File: src/rtl/pipeline_hazard_ctrl_if.sv
// Hazard-control bundle between the pipeline datapath and the stall/flush sequencer.
// The master side is the datapath: it reports hazard status and receives stage controls.
interface pipeline_hazard_ctrl_if #(
  parameter int CNT_W = 16
);
  logic             MemRead_EX;
  logic [4:0]       Rt_EX;
  logic [4:0]       Rs_ID;
  logic [4:0]       Rt_ID;
  logic             UsesRt_ID;
  logic             BranchTaken_EX;
  logic [1:0]       Jump_EX;
  logic             DMemReq_MEM;
  logic             DMemReady;
  logic             PCWrite;
  logic             IF_ID_Write;
  logic             Flush_IFID;
  logic             Flush_IDEX;
  logic             Hold_IDEX;
  logic             Hold_EXMEM;
  logic             MemAbort;
  logic             MemTimeout;
  logic [CNT_W-1:0] StallCycles;

  modport master (
    output MemRead_EX, Rt_EX, Rs_ID, Rt_ID, UsesRt_ID, BranchTaken_EX, Jump_EX,
           DMemReq_MEM, DMemReady,
    input  PCWrite, IF_ID_Write, Flush_IFID, Flush_IDEX, Hold_IDEX, Hold_EXMEM,
           MemAbort, MemTimeout, StallCycles
  );

  modport slave (
    input  MemRead_EX, Rt_EX, Rs_ID, Rt_ID, UsesRt_ID, BranchTaken_EX, Jump_EX,
           DMemReq_MEM, DMemReady,
    output PCWrite, IF_ID_Write, Flush_IFID, Flush_IDEX, Hold_IDEX, Hold_EXMEM,
           MemAbort, MemTimeout, StallCycles
  );
endinterface

File: src/rtl/pipeline_hazard_ctrl.sv
// Stall/flush sequencer for the 5-stage pipeline: load-use bubbles, EX redirects,
// data-memory waits with timeout abort, and a saturating stall-cycle counter.
module pipeline_hazard_ctrl #(
  parameter int MEM_TIMEOUT      = 16,
  parameter int REDIRECT_BUBBLES = 1,
  parameter int CNT_W            = 16
) (
  input logic                   Clk,
  input logic                   Reset_n,
  pipeline_hazard_ctrl_if.slave hz
);
  localparam logic [1:0] RUN      = 2'd0;
  localparam logic [1:0] MEM_WAIT = 2'd1;
  localparam logic [1:0] REDIRECT = 2'd2;

  localparam int WW = $clog2(MEM_TIMEOUT);
  localparam int RW = (REDIRECT_BUBBLES > 1) ? $clog2(REDIRECT_BUBBLES) : 1;
  localparam logic [WW-1:0] WAIT_LAST = WW'(MEM_TIMEOUT - 1);
  localparam logic [RW-1:0] RED_LOAD  = RW'(REDIRECT_BUBBLES - 1);

  logic [1:0]       state, state_nxt;
  logic [WW-1:0]    wait_cnt;
  logic [RW-1:0]    red_cnt;
  logic [CNT_W-1:0] stall_cnt;
  logic             timeout_q;
  logic             memwait, redirect, loaduse, abort;
  logic             pc_we, ifid_we, fl_ifid, fl_idex, hd_idex, hd_exmem, mem_abort;

  assign memwait  = hz.DMemReq_MEM & ~hz.DMemReady;
  assign redirect = hz.BranchTaken_EX | (hz.Jump_EX != 2'b00);
  assign loaduse  = hz.MemRead_EX & (hz.Rt_EX != 5'd0) &
                    ((hz.Rt_EX == hz.Rs_ID) | (hz.UsesRt_ID & (hz.Rt_EX == hz.Rt_ID)));
  // wait_cnt is zero on the first wait cycle, so the abort lands on wait cycle MEM_TIMEOUT
  assign abort    = memwait & (wait_cnt == WAIT_LAST);

  always_comb begin
    pc_we     = 1'b1;
    ifid_we   = 1'b1;
    fl_ifid   = 1'b0;
    fl_idex   = 1'b0;
    hd_idex   = 1'b0;
    hd_exmem  = 1'b0;
    mem_abort = 1'b0;
    state_nxt = state;
    if (!Reset_n) begin
      pc_we     = 1'b0;
      ifid_we   = 1'b0;
      fl_ifid   = 1'b1;
      fl_idex   = 1'b1;
      state_nxt = RUN;
    end else if (abort) begin
      mem_abort = 1'b1;
      if (state == MEM_WAIT) state_nxt = RUN;
    end else if (memwait) begin
      pc_we    = 1'b0;
      ifid_we  = 1'b0;
      hd_idex  = 1'b1;
      hd_exmem = 1'b1;
      if (state == RUN) state_nxt = MEM_WAIT;
    end else begin
      case (state)
        MEM_WAIT: state_nxt = RUN;
        REDIRECT: begin
          fl_ifid = 1'b1;
          if (red_cnt == RW'(1)) state_nxt = RUN;
        end
        default: begin
          if (redirect) begin
            fl_ifid = 1'b1;
            fl_idex = 1'b1;
            if (REDIRECT_BUBBLES > 1) state_nxt = REDIRECT;
          end else if (loaduse) begin
            pc_we   = 1'b0;
            ifid_we = 1'b0;
            fl_idex = 1'b1;
          end
        end
      endcase
    end
  end

  always_ff @(posedge Clk or negedge Reset_n) begin
    if (!Reset_n) begin
      state     <= RUN;
      wait_cnt  <= '0;
      red_cnt   <= '0;
      stall_cnt <= '0;
      timeout_q <= 1'b0;
    end else begin
      state <= state_nxt;
      if (memwait && !abort) wait_cnt <= wait_cnt + 1'b1;
      else                   wait_cnt <= '0;
      if (abort) timeout_q <= 1'b1;
      // bubble count pauses while memory freezes the pipe
      if (state == RUN && !memwait && redirect)
        red_cnt <= RED_LOAD;
      else if (state == REDIRECT && !memwait && red_cnt != '0)
        red_cnt <= red_cnt - 1'b1;
      if (!pc_we && stall_cnt != '1) stall_cnt <= stall_cnt + 1'b1;
    end
  end

  assign hz.PCWrite     = pc_we;
  assign hz.IF_ID_Write = ifid_we;
  assign hz.Flush_IFID  = fl_ifid;
  assign hz.Flush_IDEX  = fl_idex;
  assign hz.Hold_IDEX   = hd_idex;
  assign hz.Hold_EXMEM  = hd_exmem;
  assign hz.MemAbort    = mem_abort;
  assign hz.MemTimeout  = timeout_q;
  assign hz.StallCycles = stall_cnt;
endmodule

File: src/flat_wrapper.sv
// flat-port wrapper written by rule: the top's interface ports become plain ports
module pipeline_hazard_ctrl_flat 
#(
  parameter int MEM_TIMEOUT      = 16,
  parameter int REDIRECT_BUBBLES = 1,
  parameter int CNT_W            = 16
)
  (Clk, Reset_n, hz_MemRead_EX, hz_Rt_EX, hz_Rs_ID, hz_Rt_ID, hz_UsesRt_ID, hz_BranchTaken_EX, hz_Jump_EX, hz_DMemReq_MEM, hz_DMemReady, hz_PCWrite, hz_IF_ID_Write, hz_Flush_IFID, hz_Flush_IDEX, hz_Hold_IDEX, hz_Hold_EXMEM, hz_MemAbort, hz_MemTimeout, hz_StallCycles);
  pipeline_hazard_ctrl_if #(.CNT_W(CNT_W)) hz_i ();
  input logic Clk;
  input logic Reset_n;
  input wire logic [$bits(hz_i.MemRead_EX)-1:0] hz_MemRead_EX;
  input wire logic [$bits(hz_i.Rt_EX)-1:0] hz_Rt_EX;
  input wire logic [$bits(hz_i.Rs_ID)-1:0] hz_Rs_ID;
  input wire logic [$bits(hz_i.Rt_ID)-1:0] hz_Rt_ID;
  input wire logic [$bits(hz_i.UsesRt_ID)-1:0] hz_UsesRt_ID;
  input wire logic [$bits(hz_i.BranchTaken_EX)-1:0] hz_BranchTaken_EX;
  input wire logic [$bits(hz_i.Jump_EX)-1:0] hz_Jump_EX;
  input wire logic [$bits(hz_i.DMemReq_MEM)-1:0] hz_DMemReq_MEM;
  input wire logic [$bits(hz_i.DMemReady)-1:0] hz_DMemReady;
  output wire logic [$bits(hz_i.PCWrite)-1:0] hz_PCWrite;
  output wire logic [$bits(hz_i.IF_ID_Write)-1:0] hz_IF_ID_Write;
  output wire logic [$bits(hz_i.Flush_IFID)-1:0] hz_Flush_IFID;
  output wire logic [$bits(hz_i.Flush_IDEX)-1:0] hz_Flush_IDEX;
  output wire logic [$bits(hz_i.Hold_IDEX)-1:0] hz_Hold_IDEX;
  output wire logic [$bits(hz_i.Hold_EXMEM)-1:0] hz_Hold_EXMEM;
  output wire logic [$bits(hz_i.MemAbort)-1:0] hz_MemAbort;
  output wire logic [$bits(hz_i.MemTimeout)-1:0] hz_MemTimeout;
  output wire logic [$bits(hz_i.StallCycles)-1:0] hz_StallCycles;
  assign hz_i.MemRead_EX = hz_MemRead_EX;
  assign hz_i.Rt_EX = hz_Rt_EX;
  assign hz_i.Rs_ID = hz_Rs_ID;
  assign hz_i.Rt_ID = hz_Rt_ID;
  assign hz_i.UsesRt_ID = hz_UsesRt_ID;
  assign hz_i.BranchTaken_EX = hz_BranchTaken_EX;
  assign hz_i.Jump_EX = hz_Jump_EX;
  assign hz_i.DMemReq_MEM = hz_DMemReq_MEM;
  assign hz_i.DMemReady = hz_DMemReady;
  assign hz_PCWrite = hz_i.PCWrite;
  assign hz_IF_ID_Write = hz_i.IF_ID_Write;
  assign hz_Flush_IFID = hz_i.Flush_IFID;
  assign hz_Flush_IDEX = hz_i.Flush_IDEX;
  assign hz_Hold_IDEX = hz_i.Hold_IDEX;
  assign hz_Hold_EXMEM = hz_i.Hold_EXMEM;
  assign hz_MemAbort = hz_i.MemAbort;
  assign hz_MemTimeout = hz_i.MemTimeout;
  assign hz_StallCycles = hz_i.StallCycles;
  pipeline_hazard_ctrl #(.MEM_TIMEOUT(MEM_TIMEOUT), .REDIRECT_BUBBLES(REDIRECT_BUBBLES), .CNT_W(CNT_W)) u_core (.Clk(Clk), .Reset_n(Reset_n), .hz(hz_i));
endmodule
File: config.mk
export PLATFORM = sky130hd
export DESIGN_NAME = pipeline_hazard_ctrl_flat
export DESIGN_NICKNAME = d
export VERILOG_FILES = /design/src/rtl/pipeline_hazard_ctrl_if.sv /design/src/rtl/pipeline_hazard_ctrl.sv /design/src/flat_wrapper.sv
export SDC_FILE = /design/constraint.sdc
export NUM_CORES = 1
export LEC_CHECK = 0
export BUFFER_PORTS_ARGS = -buffer_cell sky130_fd_sc_hd__buf_2
export CAP_MARGIN = 15
export CORE_MARGIN = 2
export CORE_UTILIZATION = 25
export DETAILED_ROUTE_END_ITERATION = 6
export PLACE_DENSITY = 0.55
export SLEW_MARGIN = 20
export SYNTH_ARGS = -nofsm -noshare
export SYNTH_HDL_FRONTEND = slang
export SYNTH_SLANG_ARGS = --single-unit
File: constraint.sdc
create_clock -name Clk -period 7.1 [get_ports Clk]
set_input_delay 1.775 -clock Clk [delete_from_list [all_inputs] [get_ports Clk]]
set_output_delay 1.775 -clock Clk [all_outputs]
set_load 0.02 [all_outputs]
==> impl_metrics.ini <==
[die]
dieHeight_um = 74.14
die_w_um = 74.14
rows = 25
start_util_pct = 26.04
placeableCoreArea_um2 = 4723
die_area_um2 = 5497
ios = 48

[detailed_routing]
first_pass_iters = 4
via_per_inst = 4.379
num_vias = 1029
drcViolationCount = 0
drt_wl_total_mm = 2.713
ant_nets = 0
wl_per_cell_um = 11.54
first_iter_violations = 11

[clocking]
cts.reportedPaths.clkPinSlew_ps = 80
cts-buffers-inserted = 3
post-cts-setup-buffer-count = 0
cts_tree = built
cts_root_buffer = clkbuf_8
clock_sinks = 22
cts-resized-gates = 0
ctsHoldBuffers = 0
clock_latency_ps = 260
clockBufferDepth = 2
htree_levels = 1

[synth]
synthesis.area_um2 = 1230
synth_top_area_share_pct = 44.76
avgSynthCellArea_um2 = 10.25
yosys-top-cells-area = dfrtp_1 (45%), xor2_1 (9.3%), xnor2_1 (8.5%)
ys_types = 29
synthCells = 120
synth_area_leader_cell = dfrtp_1
ys_seq_elements = 22
ys_warn_count = 0
ys_seq_area_share_pct = 44.76
synthesis.nets = 146

[layout]
fin_nets = 195
area_growth_pct = 28.28
antennaDiodeCount = 0
drive_gt1_share_pct = 35.12

[outcome]
status = completed

[power]
power_leakage_nw = 0.7256
vdd_drop_max_mv = 0.1762
power.density_nw_per_um2 = 276.3

[timing]
final.setup.tns_ps = 0
hold_viol_final = 0
worstMarginPinSlew_ps = 866.1
slew_headroom_pct = 41.95
rsz0062_at_grt = false
worst_slack_ps = 1941
fin_crit_ps = 5159
fin_worst_skew_ps = 1.062
fmax_mhz = 193.8
finalCritPeriodShare_pct = 72.66
slew_violations = 0
setup_viol = 0

[setup_path]
arrival_ps = 3380
endpoint_kind = output port
r2r_slack_ps = 4750
critPathMaxFanout = 18
start_kind = input port
rr_endpoint = u_core.hz.StallCycles[1]
worstRegToRegCells = 6
critical_path_required_ps = 5330
r2r_start = u_core.hz.StallCycles[6]
crit_type = in2out

[flow_run]
max_cap_viol_count = 0

[grt]
grt-ovfl-total = 0
grt_util_all_layers_pct = 10.52
grt_antenna_before_repair = 0
grt_pass1_wl_mm = 4.478
grt_pass1_vias = 1029
grt_start_max_net_pins = 26

[placed_design]
pre_cts_slack_ps = 1940
dpl.hpwl_mm = 2.117
routabilityCongestion = 0.6927
port_buffers = 47

[hold_path]
hold_path_class = reg2reg
worstHoldEndpoint = u_core.wait_cnt[0]
whs_path_depth = 1
min_from = u_core.wait_cnt[0]
## layout make-up
type | count | area [um^2]
Multi-Input combinational cell | 92 | 638.1
Sequential cell | 22 | 550.5
Clock buffer | 4 | 55.05
Inverter | 2 | 7.507
Timing Repair Buffer | 48 | 242.7
Tap cell | 67 | 83.83
Fill cell | 497 | 3146
## state kept, by name, indices dropped and copies added (netlist names)
| signal | flops |
|---|---|
| u_core.hz.MemTimeout | 1 |
| u_core.wait_cnt | 4 |
| u_core.state | 1 |
| u_core.hz.StallCycles | 16 |
## worst max-delay path: stages
cell and delay [ps]:
buf_2 120, or4_1 510, nor2_1 130, nor4b_2 80, a31oi_4 490, buf_2 260
## power breakdown
group,switching (mW),internal (mW)
registers,0.0376,0.157
clock network,0.0387,0.0494
logic,0.0912,0.0621
## cell usage after synthesis (all sizes together)
cell    number
a21o         1
a31oi        1
and3         2
and4         1
buf          4
dfrtp       22
ha           2
inv          2
mux2         2
nand2       12
nand2b       1
nand3        9
nand4        2
nor2         9
nor2b        1
nor3        13
nor3b        1
nor4         2
nor4b        2
o21bai       1
o22ai        1
o31ai        3
or4          1
xnor2       12
xor2        13
## logic make-up (layout without fill, tap and decap cells)
logic type               count (synthesis)  after routing  share of synthesized area, %
AO/OA/AOI/OAI                            7              7                         5.291
multiplexers                             2              2                         2.442
adder cells (fa/ha/maj)                  2              2                         2.034
AND/OR/NAND/NOR                         56             56                         24.31
XOR/XNOR                                25             25                         17.80
flip-flops                              22             22                         44.76
buffers and inverters                    6             54                         3.357
## how the worst max path moves through the flow
stage | startpoint | slack (ps) | depth (start not counted) | endpoint
after CTS | hz_Rt_EX[0] | 1920 | 6 | hz_IF_ID_Write
after floorplan | hz_Rt_EX[0] | 2220 | 6 | hz_PCWrite
after global placement | hz_Rt_EX[0] | 1910 | 6 | hz_PCWrite
after detailed placement | hz_Rt_EX[0] | 1940 | 6 | hz_IF_ID_Write
final | hz_Rt_EX[0] | 1940 | 6 | hz_PCWrite
after global routing | hz_Rt_EX[0] | 1830 | 6 | hz_PCWrite
## through the flow
stage / instance area [um^2] / instances / total power, mW / hold slack [ps] / utilization [%]
2_1_floorplan: 1230 / 120 / 0.2912 / 433.1 / -
3_3_place_gp: 1523 / 231 / 0.3497 / 457.4 / 32.24
3_5_place_dp: 1523 / 231 / 0.3521 / 464.4 / 32.24
4_1_cts: 1578 / 235 / 0.4421 / 476.4 / 33.40
5_1_grt: 1578 / 235 / 0.4664 / 502.2 / 33.40
6_report: 1578 / 235 / 0.4359 / 467.8 / 33.40
## layer usage
metal / vias to the layer above / global-route usage [%] / share of wire [%]
met5: - / 0 / 0
met4: 0 / 1.818 / 0.48
met3: 2 / 4.201 / 9.8
met2: 43 / 17.86 / 44
met1: 473 / 12.82 / 46
li1: 511 / - / -
## placed cells by master, fill, tap and decap left out
cell      instances
mux2_4            2
nand2_1          12
nor3_1           11
nor3b_1           1
nor4_1            2
xnor2_1          12
clkbuf_8          4
and4_1            1
dfrtp_1          22
nor2b_1           1
a21o_1            1
or4_1             1
o22ai_1           1
o31ai_1           3
nor3_2            2
xor2_1           13
nor2_2            1
ha_1              2
nand4_1           2
a31oi_4           1
inv_1             2
nand2b_1          1
nor2_1            8
and3_1            2
nor4b_2           1
buf_4             1
o21bai_1          1
buf_2            47
nor4b_1           1
nand3_1           9
Note: power is estimated with default switching activity, not from simulation.
